File: src/rtl/ksa_swap_fsm_pkg.sv
// ----------------------------------------------------------------------------
// ksa_swap_fsm_pkg
// Shared RC4 definitions used by the S-init, key-schedule (swap) and PRGA
// controllers.
//   S_DEPTH         number of entries in the RC4 state array S
//   KEY_BYTES_DFLT  default secret key length in bytes
//   ksa_state_t     key-schedule FSM state encoding
//   idx_width()     width of a 0..n-1 index, never narrower than one bit
// ----------------------------------------------------------------------------
package ksa_swap_fsm_pkg;

  localparam int S_DEPTH        = 256;
  localparam int KEY_BYTES_DFLT = 3;

  typedef enum logic [3:0] {
    IDLE,
    RD_SI,
    CAP_SI,
    RD_SJ,
    CAP_SJ,
    WR_I,
    WR_J,
    NXT,
    DONE
  } ksa_state_t;

  function automatic int idx_width(input int n);
    return (n > 1) ? $clog2(n) : 1;
  endfunction

endpackage

File: src/rtl/ksa_swap_fsm_key_byte_sel.sv
// ----------------------------------------------------------------------------
// ksa_swap_fsm_key_byte_sel
// Walks the latched secret key one byte per RC4 iteration. Keeps a
// mod-KEY_BYTES index (plain wrap compare, no divider) and muxes out the
// selected byte; byte 0 is the most significant byte of the key.
// Ports:
//   clk         system clock
//   rst_n       asynchronous active-low reset (index to 0)
//   i_clear     restart the index at byte 0 (new schedule accepted)
//   i_advance   step to the next key byte, wrapping after KEY_BYTES-1
//   i_key_q     latched key, 8*KEY_BYTES bits
//   o_key_byte  key byte at the current index
// ----------------------------------------------------------------------------
module ksa_swap_fsm_key_byte_sel
  import ksa_swap_fsm_pkg::*;
#(
  parameter int KEY_BYTES = KEY_BYTES_DFLT
) (
  input  logic                   clk,
  input  logic                   rst_n,
  input  logic                   i_clear,
  input  logic                   i_advance,
  input  logic [8*KEY_BYTES-1:0] i_key_q,
  output logic [7:0]             o_key_byte
);

  localparam int               IDX_W    = idx_width(KEY_BYTES);
  localparam logic [IDX_W-1:0] IDX_LAST = IDX_W'(KEY_BYTES - 1);

  logic [IDX_W-1:0] r_key_idx;

  always_ff @(posedge clk or negedge rst_n) begin
    if (!rst_n) begin
      r_key_idx <= '0;
    end else if (i_clear) begin
      r_key_idx <= '0;
    end else if (i_advance) begin
      r_key_idx <= (r_key_idx == IDX_LAST) ? '0 : r_key_idx + IDX_W'(1);
    end
  end

  // Constant-index part selects keep this a plain KEY_BYTES:1 byte mux.
  always_comb begin
    o_key_byte = '0;
    for (int k = 0; k < KEY_BYTES; k++) begin
      if (r_key_idx == IDX_W'(k)) begin
        o_key_byte = i_key_q[8*(KEY_BYTES-k)-1 -: 8];
      end
    end
  end

endmodule

File: src/rtl/ksa_swap_fsm.sv
// ----------------------------------------------------------------------------
// ksa_swap_fsm
// RC4 key-scheduling (swap) phase. Runs after S has been initialised to
// S[i]=i; for i = 0..255 computes j = j + S[i] + key[i mod KEY_BYTES] and
// swaps S[i], S[j] through the single-port s_memory. Owns the memory while
// busy; done is a one-cycle hand-off pulse to the PRGA stage.
// Ports:
//   clk         system clock
//   reset_n     asynchronous active-low reset
//   start       run request, sampled only while idle
//   secret_key  key, byte k = secret_key[8*(KEY_BYTES-k)-1 -: 8]
//   address     s_memory address
//   data        s_memory write data
//   wren        s_memory write enable
//   q           s_memory read data, valid one cycle after address
//   busy        high in every state except IDLE
//   done        one-cycle pulse when the schedule completes
//
//   state  | meaning
//   IDLE   | waiting for start; key latched and i/j/key index cleared on accept
//   RD_SI  | address = i, read of S[i] in flight
//   CAP_SI | capture S[i], j += S[i] + key byte
//   RD_SJ  | address = j, read of S[j] in flight
//   CAP_SJ | capture S[j]
//   WR_I   | S[i] <= old S[j]
//   WR_J   | S[j] <= old S[i]
//   NXT    | advance i and key index, or finish after i = 255
//   DONE   | done pulse, still busy, back to IDLE
//
// All outputs are registered: the next-state logic computes the value each
// output must carry in the state being entered, so address/data/wren line up
// with the state they belong to and reset clears them immediately.
// ----------------------------------------------------------------------------
module ksa_swap_fsm
  import ksa_swap_fsm_pkg::*;
#(
  parameter int KEY_BYTES = KEY_BYTES_DFLT,
  parameter int ADDR_W    = 8,
  parameter int DATA_W    = 8
) (
  input  logic                   clk,
  input  logic                   reset_n,
  input  logic                   start,
  input  logic [8*KEY_BYTES-1:0] secret_key,
  output logic [ADDR_W-1:0]      address,
  output logic [DATA_W-1:0]      data,
  output logic                   wren,
  input  logic [DATA_W-1:0]      q,
  output logic                   busy,
  output logic                   done
);

  localparam logic [ADDR_W-1:0] I_LAST = ADDR_W'(S_DEPTH - 1);

  ksa_state_t             r_state, w_state_nxt;
  logic [ADDR_W-1:0]      r_i, w_i_nxt;
  logic [ADDR_W-1:0]      r_j, w_j_nxt;
  logic [DATA_W-1:0]      r_si_q, w_si_q_nxt;
  logic [8*KEY_BYTES-1:0] r_key_q, w_key_q_nxt;
  logic [ADDR_W-1:0]      r_address, w_address_nxt;
  logic [DATA_W-1:0]      r_data, w_data_nxt;
  logic                   r_wren, w_wren_nxt;
  logic                   r_busy, w_busy_nxt;
  logic                   r_done, w_done_nxt;
  logic                   w_key_clear;
  logic                   w_key_advance;
  logic [7:0]             w_key_byte;
  logic [ADDR_W-1:0]      w_j_sum;

  ksa_swap_fsm_key_byte_sel #(
    .KEY_BYTES (KEY_BYTES)
  ) u_key_byte_sel (
    .clk        (clk),
    .rst_n      (reset_n),
    .i_clear    (w_key_clear),
    .i_advance  (w_key_advance),
    .i_key_q    (r_key_q),
    .o_key_byte (w_key_byte)
  );

  // j wraps freely modulo 2^ADDR_W.
  assign w_j_sum = r_j + ADDR_W'(q) + ADDR_W'(w_key_byte);

  always_comb begin
    w_state_nxt   = r_state;
    w_i_nxt       = r_i;
    w_j_nxt       = r_j;
    w_si_q_nxt    = r_si_q;
    w_key_q_nxt   = r_key_q;
    w_address_nxt = r_address;
    w_data_nxt    = r_data;
    w_wren_nxt    = 1'b0;
    w_busy_nxt    = r_busy;
    w_done_nxt    = 1'b0;
    w_key_clear   = 1'b0;
    w_key_advance = 1'b0;

    unique case (r_state)
      IDLE: begin
        if (start) begin
          w_state_nxt   = RD_SI;
          w_i_nxt       = '0;
          w_j_nxt       = '0;
          w_key_q_nxt   = secret_key;
          w_key_clear   = 1'b1;
          w_address_nxt = '0;
          w_busy_nxt    = 1'b1;
        end
      end
      RD_SI: begin
        w_state_nxt = CAP_SI;
      end
      CAP_SI: begin
        w_si_q_nxt    = q;
        w_j_nxt       = w_j_sum;
        w_address_nxt = w_j_sum;
        w_state_nxt   = RD_SJ;
      end
      RD_SJ: begin
        w_state_nxt = CAP_SJ;
      end
      CAP_SJ: begin
        // The write-data register doubles as the S[j] capture.
        w_data_nxt    = q;
        w_address_nxt = r_i;
        w_wren_nxt    = 1'b1;
        w_state_nxt   = WR_I;
      end
      WR_I: begin
        w_data_nxt    = r_si_q;
        w_address_nxt = r_j;
        w_wren_nxt    = 1'b1;
        w_state_nxt   = WR_J;
      end
      WR_J: begin
        w_state_nxt = NXT;
      end
      NXT: begin
        if (r_i == I_LAST) begin
          w_done_nxt  = 1'b1;
          w_state_nxt = DONE;
        end else begin
          w_i_nxt       = r_i + ADDR_W'(1);
          w_address_nxt = r_i + ADDR_W'(1);
          w_key_advance = 1'b1;
          w_state_nxt   = RD_SI;
        end
      end
      DONE: begin
        w_busy_nxt  = 1'b0;
        w_state_nxt = IDLE;
      end
      default: begin
        w_busy_nxt  = 1'b0;
        w_state_nxt = IDLE;
      end
    endcase
  end

  always_ff @(posedge clk or negedge reset_n) begin
    if (!reset_n) begin
      r_state   <= IDLE;
      r_i       <= '0;
      r_j       <= '0;
      r_si_q    <= '0;
      r_key_q   <= '0;
      r_address <= '0;
      r_data    <= '0;
      r_wren    <= 1'b0;
      r_busy    <= 1'b0;
      r_done    <= 1'b0;
    end else begin
      r_state   <= w_state_nxt;
      r_i       <= w_i_nxt;
      r_j       <= w_j_nxt;
      r_si_q    <= w_si_q_nxt;
      r_key_q   <= w_key_q_nxt;
      r_address <= w_address_nxt;
      r_data    <= w_data_nxt;
      r_wren    <= w_wren_nxt;
      r_busy    <= w_busy_nxt;
      r_done    <= w_done_nxt;
    end
  end

  assign address = r_address;
  assign data    = r_data;
  assign wren    = r_wren;
  assign busy    = r_busy;
  assign done    = r_done;

endmodule
File: config.mk
export PLATFORM = sky130hd
export DESIGN_NAME = ksa_swap_fsm
export DESIGN_NICKNAME = d
export VERILOG_FILES = /design/src/rtl/ksa_swap_fsm_pkg.sv /design/src/rtl/ksa_swap_fsm_key_byte_sel.sv /design/src/rtl/ksa_swap_fsm.sv
export SDC_FILE = /design/constraint.sdc
export NUM_CORES = 1
export LEC_CHECK = 0
export CORE_MARGIN = 8
export CORE_UTILIZATION = 55
export DETAILED_ROUTE_END_ITERATION = 12
export PLACE_DENSITY_LB_ADDON = 0.1
export SLEW_MARGIN = 20
export SYNTH_ARGS = -nofsm -noshare
export SYNTH_HDL_FRONTEND = slang
export SYNTH_HIERARCHICAL = 1
export SYNTH_SLANG_ARGS = --single-unit
File: constraint.sdc
create_clock -name clk -period 8.2 [get_ports clk]
set_input_delay 2.05 -clock clk [delete_from_list [all_inputs] [get_ports clk]]
set_output_delay 2.05 -clock clk [all_outputs]
set_load 0.01 [all_outputs]
Word-level counts from Yosys, hierarchy flattened:

Index checks and enable logic that the tools add are counted.

* output and inout bits: 19
* word-level logic and storage cells: 66
* flip-flop bits (word level): 73
* bits of input ports: 35

* equal/unequal tests: 12
* reductions and logical operators: 14
* bitwise operators: 1
* add/sub/neg operators: 4
* mux-type cells: 24

Operator list (count)
* 8-bit case mux with 2 select lines: 3
* 8-bit 2-to-1 mux: 5
* 8-bit case mux with 5 select lines: 1
* 4-bit case mux with 8 select lines: 1
* 8-bit adder: 2
* 4-bit by 3-bit == test with 1-bit output, second input constant: 4
* 8-bit by 1-bit adder with 8-bit output, second input constant: 1
* 4-bit by 2-bit == test with 1-bit output, second input constant: 2
* 8-bit == test, second input constant: 1
* 1-bit 2-to-1 mux: 8
* 4-bit 2-to-1 mux: 2
* 2-bit nonzero test: 4
* 7-bit OR reduction: 1
* 2-bit 2-to-1 mux: 3
* 2-bit AND reduction: 3
* 3-bit AND reduction: 2
* 5-bit nonzero test: 1
* 4-bit by 1-bit == test with 1-bit output, second input constant: 1
* 4-bit logical NOT: 1
* 2-bit != test, second input constant: 2
* 2-bit by 1-bit adder with 2-bit output, second input constant: 1
* 2-bit by 1-bit == test with 1-bit output, second input constant: 1
* 2-bit == test, second input constant: 1
* 2-bit logical NOT: 1
* 3 further kinds: 3

Logic depth before layout (Yosys ltp):

Gate-level depths: netlist (run 1).

* word-level depth: 6
* gate-level depth with buffers: 14
* mapped depth without buffers: 13

Hierarchy:

Netlist (run 1), hierarchy kept.

By module, submodules not included
* ksa_swap_fsm: times used 1, sequential area each 1776.7 µm², area an instance 3563.4 µm², cells an instance 381
* ksa_swap_fsm_key_byte_sel: times used 1, sequential area each 50.0 µm², area an instance 275.3 µm², cells an instance 28

Worst setup path before layout (run 1):

Ideal clock, no wire load.

* path kind: input port to flip-flop
* from: in q[2]
* to: reg r_address[6], in the netlist address[6]
* setup time: 0.126 ns
* stages on the path: 7
* data required time: 8.074 ns
* path buffers: 0
* arrival time: 3.990 ns
* slack: 4.084 ns
* cell sequence: fa_1 -> ha_1 -> a211oi_1 -> nor2_1 -> o2111ai_1 -> or3b_1 -> a311o_1

* cells in the longest elaborated chain, start to end: 3

Ends and longest elaborated chain
* start: declaration: RTL line ksa_swap_fsm.sv:48 `input logic [DATA_W-1:0] q,`
* 8-bit adder (2 in series): RTL line ksa_swap_fsm.sv:82 `assign w_j_sum = r_j + ADDR_W'(q) + ADDR_W'(w_key_byte);`
* 8-bit case mux with 5 select lines: RTL line ksa_swap_fsm.sv:98 `unique case (r_state)`
* end signal: assignment: RTL line ksa_swap_fsm.sv:178 `r_address <= w_address_nxt;`
* end: declaration: RTL line ksa_swap_fsm.sv:60 `logic [ADDR_W-1:0] r_address, w_address_nxt;`

Every way passes these cells.
A chain may end at the register's enable or synchronous reset.

Worst setup path after layout (run 1):

* from: in q[1]
* to: reg r_address[5], in the netlist address[5]

Same word-level chain as after synthesis.

==> results of run 1 <==
-- worst paths after layout --
kind	start	endpoint	slack, ns	depth (start not counted)
max in group asynchronous	reset_n	address[5]$_DFFE_PN0P_	5.69	2
worst max register to register	u_key_byte_sel/r_key_idx[1]$_DFFE_PN0P_	address[6]$_DFFE_PN0P_	4.61	9
worst max-delay path	q[1]	address[5]$_DFFE_PN0P_	3.82	12
worst min-delay path	r_key_q[16]$_DFFE_PN0P_	r_key_q[16]$_DFFE_PN0P_	0.47	2
worst min register to register	r_key_q[16]$_DFFE_PN0P_	r_key_q[16]$_DFFE_PN0P_	0.47	2
min in group asynchronous	reset_n	r_si_q[2]$_DFFE_PN0P_	1.91	2
-- stage by stage --
step | hold WS (ns) | cell area, um^2 | total power, mW
2_1_floorplan | 0.445 | 3840 | 1.30
3_3_place_gp | 0.458 | 4420 | 1.57
3_5_place_dp | 0.462 | 4420 | 1.60
4_1_cts | 0.480 | 4600 | 1.86
5_1_grt | 0.496 | 4600 | 2.01
6_report | 0.473 | 4600 | 1.86
-- cell families (layout without fill, tap and decap cells) --
| family | after synthesis | after routing |
|---|---|---|
| and+or+nand+nor | 191 | 191 |
| DFF | 73 | 73 |
| AOI/OAI and AO/OA | 70 | 70 |
| buffers and inverters | 29 | 82 |
| muxes | 22 | 22 |
| adders and majority gates | 15 | 15 |
| xor gates and xnor gates | 9 | 9 |
-- report_power, final --
part           total (mW)  internal, mW  switching [mW]
Sequential          0.667         0.510           0.157
Combinational       0.934         0.429           0.505
Clock               0.261         0.133           0.128
Total                1.86          1.07           0.791
-- worst register-to-register path, cell delays in order, from the launching register on --
cell and delay [ns]:
dfrtp_1 0.60, nor2b_1 0.56, o2bb2ai_1 0.27, fa_1 0.50, ha_1 0.32, a211oi_1 0.24, nor2_1 0.11, o2111ai_1 0.17
or3b_1 0.39, a311o_1 0.32
-- final cells by class --
cell class              count  area, um^2  area share
multi-input cells         307        1880       0.409
flip-flops and latches     73        1830       0.397
repair buffers             56         548       0.119
clock buffers              13         169      0.0367
well taps                  96         120      0.0261
inverters                  11        41.3     0.00898
clock inverters             2        12.5     0.00272
-- sequential cells by signal, indices dropped and copies added, names as in the netlist, 2 cells and up --
register and flops:
r_j 8, u_key_byte_sel/r_key_idx 2, address 8, r_i 8
r_state 4, data 8, r_key_q 24, r_si_q 8
-- cells in the final DEF (no fill, tap or decap), drive strengths merged, types with 5 or more instances in the layout --
cell,netlist,final
nor2,29,29
nand3,9,9
inv,11,11
a21o,5,5
mux2i,18,18
nor2b,5,5
fa,8,8
a21oi,7,7
dfrtp,73,73
o21ai,23,23
clkdlybuf4s50,0,52
nand2b,5,5
xor2,6,6
clkbuf,6,13
nand2,122,122
ha,7,7
nor3,6,6
o2bb2ai,8,8
-- layer usage --
| metal | share of wire | up-vias |
|---|---|---|
| li1 | - | 1493 |
| met1 | 0.45 | 1524 |
| met2 | 0.49 | 79 |
| met3 | 0.049 | 10 |
| met4 | 0.013 | 0 |
| met5 | 0 | - |
==> impl_metrics.toml, run 1 <==
[logic_synthesis]
syn_nets = 459
synth_top_family_by_area = "simple AND/OR/NAND/NOR gates"
yosys.area.top_type = "dfrtp_1"
dominantRegCellSynth = "dfrtp_1"
synth_most_common_cell = "nand2_1"
synth-edff-count = 0
avgSynthCellArea_um2 = 9.39
synth_adder_area_share = 0.0645
async_reset_ff_frac = 1.00
yosys.area_share.simple = 0.217
synth_seq_cells = 73
synthTopCellsByArea = "dfrtp_1, nand2_1, mux2i_1, fa_1, o21ai_0"
syn_inst = 409
synth-compound-area-share = 0.129
synthXorXnorAreaFrac = 0.0205
ys_seq_area_frac = 0.476
synth.cell_area_mm2 = 0.00384
ys_top_cells_by_count = "nand2_1, dfrtp_1, nor2_1"
yosys_warnings = 6
ys_types = 56
yosysTopAreaCellShare = 0.476
synth_mux_area_frac = 0.0587

[critical_path]
crit_family = "adder cells"
crit_path_frequent_cell = "inv_1"
cp.buffers_inverters = 4
cp-end-kind = "flop"
cp-start-kind = "primary input"
crit_chain = "clkdlybuf4s50_1 -> inv_1 -> fa_1 -> inv_1 -> ha_1 -> inv_1 -> fa_1 -> nor2b_1 -> o21ai_0 -> a211oi_1 -> nor3_1 -> a21oi_1"
cp_max_fo = 3
slowest_stage = "clkdlybuf4s50_1"
cp.arrival_ns = 4.64
slowest_delay_ns = 0.47
required_ns = 8.46
setup.worst_path.class = "primary input to flop"

[timing]
setup_ws_ns = 3.82
setup-tns-final_ns = 0
worst_pin_slew_ns = 1.03
max_freq_mhz = 228
period_share = 0.534
slew_headroom = 0.316
drv_slew = 0
report.final.setup_viol = 0
finalClockSkew_ns = 0.00576
hold_viol = 0
period_needed_ns = 4.38
rsz0062_at_grt = "false"

[routing]
drt_wl_total_um = 9300
dr.pass1.iters = 4
drc = 0
ant_nets = 0
drt_iter0_markers = 162
via_count = 3106
vias_per_cell = 5.57
wl_per_cell_um = 16.7

[floorplanning]
die_area_mm2 = 0.00991
rows = 30
die_x_um = 99.5
core_mm2 = 0.00679
die_y_um = 99.5
initial_core_util = 0.565
pin_count = 54

[clock_tree]
cts.sinks = 73
cts_tree = "yes"
htree_levels = 3
path_clk_slew_ns = 0.07
clk_path_buf_depth = 2
post_cts_buffers = 0
clockRootBuffer = "clkbuf_8"
clock_latency_ns = 0.34
cts_buffers = 9
ctsHoldBuffers = 0
ctsResizeCount = 0

[grt]
gr-total-overflow = 0
busiest_layer = "met2"
antenna_found_initial = 0
grt_max_degree = 74
grt_pass1_wl_um = 15500
use_met1 = 0.267
met3_usage = 0.0377
track_usage = 0.198
grt_use_met2 = 0.311
first_global_vias = 3056

[layout]
fill_cells = 604
synthToLayoutAreaGrowth_pct = 19.8
nNetsFinal = 508
fin_util = 0.677
fin_cells = 558
antenna_cells = 0
drive_above_1_share = 0.0693

[placement]
detailed_place_hpwl_um = 6610
post-place-ws_ns = 3.48
place.gp.congestion = 0.923
post-place-cells = 543
portBuffers = 53

[status]
status = "finished clean"

[power_and_ir_drop]
p_per_area_mw_per_mm2 = 405
total_leakage_power_nw = 2.18
max-vdd-ir-drop_uv = 160

[job]
max-cap-violations = 0

[worst_hold_path]
hp-class = "flop to flop"
(Power assumes the default switching activity.)
==> run 2: changes to the inputs <==
--- a/config.mk
+++ b/config.mk
@@ -6,7 +6,7 @@
 export NUM_CORES = 1
 export LEC_CHECK = 0
 export CORE_MARGIN = 8
-export CORE_UTILIZATION = 55
+export CORE_UTILIZATION = 49
 export DETAILED_ROUTE_END_ITERATION = 12
 export PLACE_DENSITY_LB_ADDON = 0.1
 export SLEW_MARGIN = 20
==> constraint.sdc (replaced) <==
create_clock -name clk -period 3.8 [get_ports clk]
set_input_delay 0.95 -clock clk [delete_from_list [all_inputs] [get_ports clk]]
set_output_delay 0.95 -clock clk [all_outputs]
set_load 0.01 [all_outputs]
==> run 2 against run 1 <==
Via count is 0.93% lower. Clock power grew to 3.0 times the previous value. Critical path type is now flop to flop. Count of clock-buffer cells in the layout down 1. Flip-flop and latch count did not move. Largest cell class unchanged. Utilization fell by 5.8 points. Sequential power increased by 110%. First-iteration DRC count down 0.62%. Global-route usage decreased by 2.5 points. Worst setup slack got worse by 3.4 ns. Combinational power increased by 120%. Sequential share of layout area down 1.1 points.
==> impl_metrics.toml, run 2 (synthesis gave the netlist of run 1 again) <==
[timing]
setup_ws_ns = 0.470
holdWs_ns = 0.477
slew_headroom = 0.460
drv_slew = 0
period_needed_ns = 3.33
hold_viol = 0
setup-tns-final_ns = 0
period_share = 0.876
rsz0062_at_grt = "false"
report.final.setup_viol = 0
worst_pin_slew_ns = 0.810
max_freq_mhz = 300
finalClockSkew_ns = 0.00671

[grt]
track_usage = 0.172
grt_pass1_wl_um = 15300
first_global_vias = 3015
gr-total-overflow = 0
antenna_found_initial = 0
grt_max_degree = 40

[layout]
drive_above_1_share = 0.0814
synthToLayoutAreaGrowth_pct = 23.2
nNetsFinal = 512
fin_area_mm2 = 0.00473
antenna_cells = 0
final_common_cell = "nand2_1"
fin_util = 0.619
largest_reg_flops = 24
fin_cells = 569
regMostFlops = "r_key_q"
final_cell_mix = "nand2_1, dfrtp_1, clkdlybuf4s50_1"

[clock_tree]
post_cts_buffers = 0
path_clk_slew_ns = 0.07
cts.sinks = 73
ctsHoldBuffers = 0
ctsResizeCount = 0
clk_path_buf_depth = 2
cts_buffers = 9
clockRootBuffer = "clkbuf_8"
cts_tree = "yes"
clock_latency_ns = 0.34
htree_levels = 3

[critical_path]
reg2reg_from = "u_key_byte_sel/r_key_idx[0]$_DFFE_PN0P_"
cp-end-kind = "flop"
required_ns = 4.02
cp_max_fo = 12
cp-start-kind = "flop"
crit_start = "u_key_byte_sel/r_key_idx[0]$_DFFE_PN0P_"
setup.worst_path.class = "flop to flop"
cp.arrival_ns = 3.55

[routing]
via_count = 3077
dr.pass1.iters = 5
drt_iter0_markers = 161
ant_nets = 0
wl_per_cell_um = 16.0
drc = 0
vias_per_cell = 5.41
drt_wl_total_um = 9120

[job]
max-cap-violations = 0

[floorplanning]
die_x_um = 105
die_area_mm2 = 0.0109
rows = 32
initial_core_util = 0.502
die_y_um = 105
pin_count = 54
core_mm2 = 0.00765

[placement]
portBuffers = 53
detailed_place_hpwl_um = 6670
place.gp.congestion = 0.925
place_area_mm2 = 0.00447
post-place-cells = 553
post-place-ws_ns = 0.159

[worst_hold_path]
hold_start = "r_key_q[3]$_DFFE_PN0P_"
hp-class = "flop to flop"

[power_and_ir_drop]
total_leakage_power_nw = 2.24
max-vdd-ir-drop_uv = 322
p_per_area_mw_per_mm2 = 894
finalPower_mw = 4.23

[status]
status = "finished clean"
run 2: final timing paths:
kind | endpoint | slack [ns] | depth (start not counted)
worst min register to register | r_key_q[3]$_DFFE_PN0P_ | 0.48 | 2
worst min-delay path | r_key_q[3]$_DFFE_PN0P_ | 0.48 | 2
worst max register to register | address[6]$_DFFE_PN0P_ | 0.47 | 10
worst max-delay path | address[6]$_DFFE_PN0P_ | 0.47 | 10
min in group asynchronous | data[3]$_DFFE_PN0P_ | 0.69 | 1
max in group asynchronous | address[0]$_DFFE_PN0P_ | 2.42 | 2
run 2: final cells by class:
class / count / area (um^2)
Fill cell: 693 / 2920
Multi-Input combinational cell: 307 / 1880
Sequential cell: 73 / 1830
Timing Repair Buffer: 60 / 591
Clock buffer: 12 / 165
Tap cell: 102 / 128
Clock inverter: 4 / 97.6
Inverter: 11 / 41.3
run 2: per-layer routing:
metal,wire length (um),vias to the layer above,share of wire,GRT usage
li1,-,1496,-,-
met2,4360,74,0.48,0.268
met3,418,8,0.046,0.0378
met4,90,0,0.0099,0.0610
met1,4260,1499,0.47,0.231
met5,0,-,0,0
run 2: worst max-delay path, stage by stage, from the launching register on:
cell and delay (ns):
dfrtp_1 0.57, nor2b_1 0.19, buf_4 0.16, o2bb2ai_1 0.21
fa_1 0.51, ha_1 0.33, a211oi_1 0.24, nor2_1 0.12
o2111ai_1 0.17, or3b_1 0.39, a311o_1 0.32
run 2: report_power, final:
group	total (mW)	switching, mW	internal (mW)
sequential	1.37	0.272	1.10
combinational	2.08	1.14	0.945
clock	0.776	0.285	0.490
==> run 3: changes to the inputs <==
==> constraint.sdc (replaced) <==
create_clock -name clk -period 2.7 [get_ports clk]
set_input_delay 0.675 -clock clk [delete_from_list [all_inputs] [get_ports clk]]
set_output_delay 0.675 -clock clk [all_outputs]
set_load 0.01 [all_outputs]
==> run 3 against run 2 <==
The run now ends with negative setup slack left. Non-clock buffer count is 32 higher. Fmax is 13% higher. Critical path depth is 1 higher. Clock power is 24% higher. Flip-flop and latch count stayed put. Via count is 4.5% higher. Die area stayed put. Power is 59% higher. Count of clock-buffer cells in the layout is 1 lower. Sequential share of layout area is 2.6 points lower. Critical endpoint unchanged.
==> impl_metrics.toml, run 3 (synthesis gave the netlist of run 1 again) <==
[status]
status = "complete, but fails checks"
failed_checks = "negative setup slack"

[layout]
nNetsFinal = 544
final_cell_mix = "nand2_1, dfrtp_1, clkdlybuf4s50_1"
final_common_cell = "nand2_1"
antenna_cells = 0
largest_reg_flops = 24
multi_input_area_mm2 = 0.00200
fin_cells = 601
synthToLayoutAreaGrowth_pct = 32.1
drive_above_1_share = 0.184
fill_cells = 627
seq_area_mm2 = 0.00183
regMostFlops = "r_key_q"

[clock_tree]
htree_levels = 3
cts_buffers = 9
cts_tree = "yes"
clockRootBuffer = "clkbuf_8"
ctsHoldBuffers = 0
cts.sinks = 73
clock_latency_ns = 0.36
clk_path_buf_depth = 2
path_clk_slew_ns = 0.08

[grt]
track_usage = 0.191
antenna_found_initial = 0
gr-total-overflow = 0
first_global_vias = 3430
grt_max_degree = 74
grt_pass1_wl_um = 16800

[worst_hold_path]
hp-class = "primary input to asynchronous set/reset pin"

[routing]
vias_per_cell = 5.35
wl_per_cell_um = 16.3
drt_iter0_markers = 159
ant_nets = 0
via_count = 3217
dr.pass1.iters = 4
drt_wl_total_um = 9830
drc = 0

[placement]
place.gp.congestion = 0.931
post-place-cells = 584
detailed_place_hpwl_um = 7010
post-place-ws_ns = -0.628
portBuffers = 53

[critical_path]
cp_max_fo = 4
setup.worst_path.class = "flop to flop"
cp-start-kind = "flop"
required_ns = 2.94
cp-end-kind = "flop"
cp.arrival_ns = 3.18

[timing]
drv_slew = 0
finalClockSkew_ns = 0.0105
period_share = 1.09
hold_viol = 0
period_needed_ns = 2.94
setup_ws_ns = -0.241
worst_pin_slew_ns = 0.679
rsz0062_at_grt = "true"
max_freq_mhz = 340
slew_headroom = 0.546
report.final.setup_viol = 8

[floorplanning]
die_y_um = 105
die_x_um = 105
rows = 32
die_area_mm2 = 0.0109
pin_count = 54
core_mm2 = 0.00765
initial_core_util = 0.502

[job]
max-cap-violations = 0

[power_and_ir_drop]
total_leakage_power_nw = 2.41
p_per_area_mw_per_mm2 = 1330
max-vdd-ir-drop_uv = 519
run 3: worst paths after layout:
path | cells after the start | from | slack, ns | endpoint
min in group clk | 2 | data[4]$_DFFE_PN0P_ | 0.48 | data[4]$_DFFE_PN0P_
max in group asynchronous | 2 | reset_n | 2.04 | r_key_q[10]$_DFFE_PN0P_
setup reg to reg | 11 | u_key_byte_sel/r_key_idx[1]$_DFFE_PN0P_ | -0.24 | address[6]$_DFFE_PN0P_
setup / recovery | 11 | u_key_byte_sel/r_key_idx[1]$_DFFE_PN0P_ | -0.24 | address[6]$_DFFE_PN0P_
hold reg to reg | 2 | data[4]$_DFFE_PN0P_ | 0.48 | data[4]$_DFFE_PN0P_
hold / removal | 2 | reset_n | 0.33 | data[2]$_DFFE_PN0P_
run 3: power by group:
group | switching [mW] | total [mW] | internal, mW
Combinational | 1.92 | 3.86 | 1.93
Clock | 0.419 | 0.964 | 0.545
Sequential | 0.359 | 1.91 | 1.55
Total | 2.70 | 6.73 | 4.03
run 3: final cells by class:
class	instances	share of cell area
Multi-Input combinational cell	307	0.395
Sequential cell	73	0.360
Timing Repair Buffer	92	0.169
Clock buffer	11	0.0279
Tap cell	102	0.0252
Clock inverter	5	0.0155
Inverter	11	0.00814
run 3: stage by stage:
| stage | TNS [ns] | hold WS (ns) | total power [mW] | instance area, um^2 | utilization |
|---|---|---|---|---|---|
| 6_report | -1.20 | 0.331 | 6.73 | 5070 | 0.663 |
| 4_1_cts | -1.14 | 0.359 | 6.63 | 5050 | 0.660 |
| 5_1_grt | -2.14 | 0.379 | 7.22 | 5070 | 0.663 |
| 2_1_floorplan | -0.0284 | 0.379 | 3.97 | 3840 | - |
| 3_5_place_dp | -5.29 | 0.463 | 5.37 | 4720 | 0.617 |
| 3_3_place_gp | -4.91 | 0.457 | 5.28 | 4720 | 0.617 |
run 3: worst max-delay path, stage by stage, from the launching register on:
cell and delay (ns):
dfrtp_1 0.44, buf_4 0.19, mux2i_4 0.19, o2bb2ai_2 0.18, fa_1 0.49, ha_4 0.30, o21ai_0 0.08, nor2_1 0.14
buf_4 0.14, nor4_1 0.04, or3b_1 0.38, a311o_1 0.28
run 3: timing repair:
item | in CTS | in global routing
gates cloned | 0 | 0
hold endpoints to repair | 0 | 0
resized for setup | 22 | 5
setup endpoints to repair | 10 | 10
pin swaps | 15 | 4
buffers inserted | 0 | 1
run 3: per-layer routing:
metal,part of all wire,vias to the layer above,GRT usage,wire length (um)
li1,-,1565,-,-
met1,0.45,1541,0.255,4440
met2,0.48,97,0.297,4720
met3,0.051,14,0.0341,497
met4,0.017,0,0.0827,170
met5,0,-,0,0
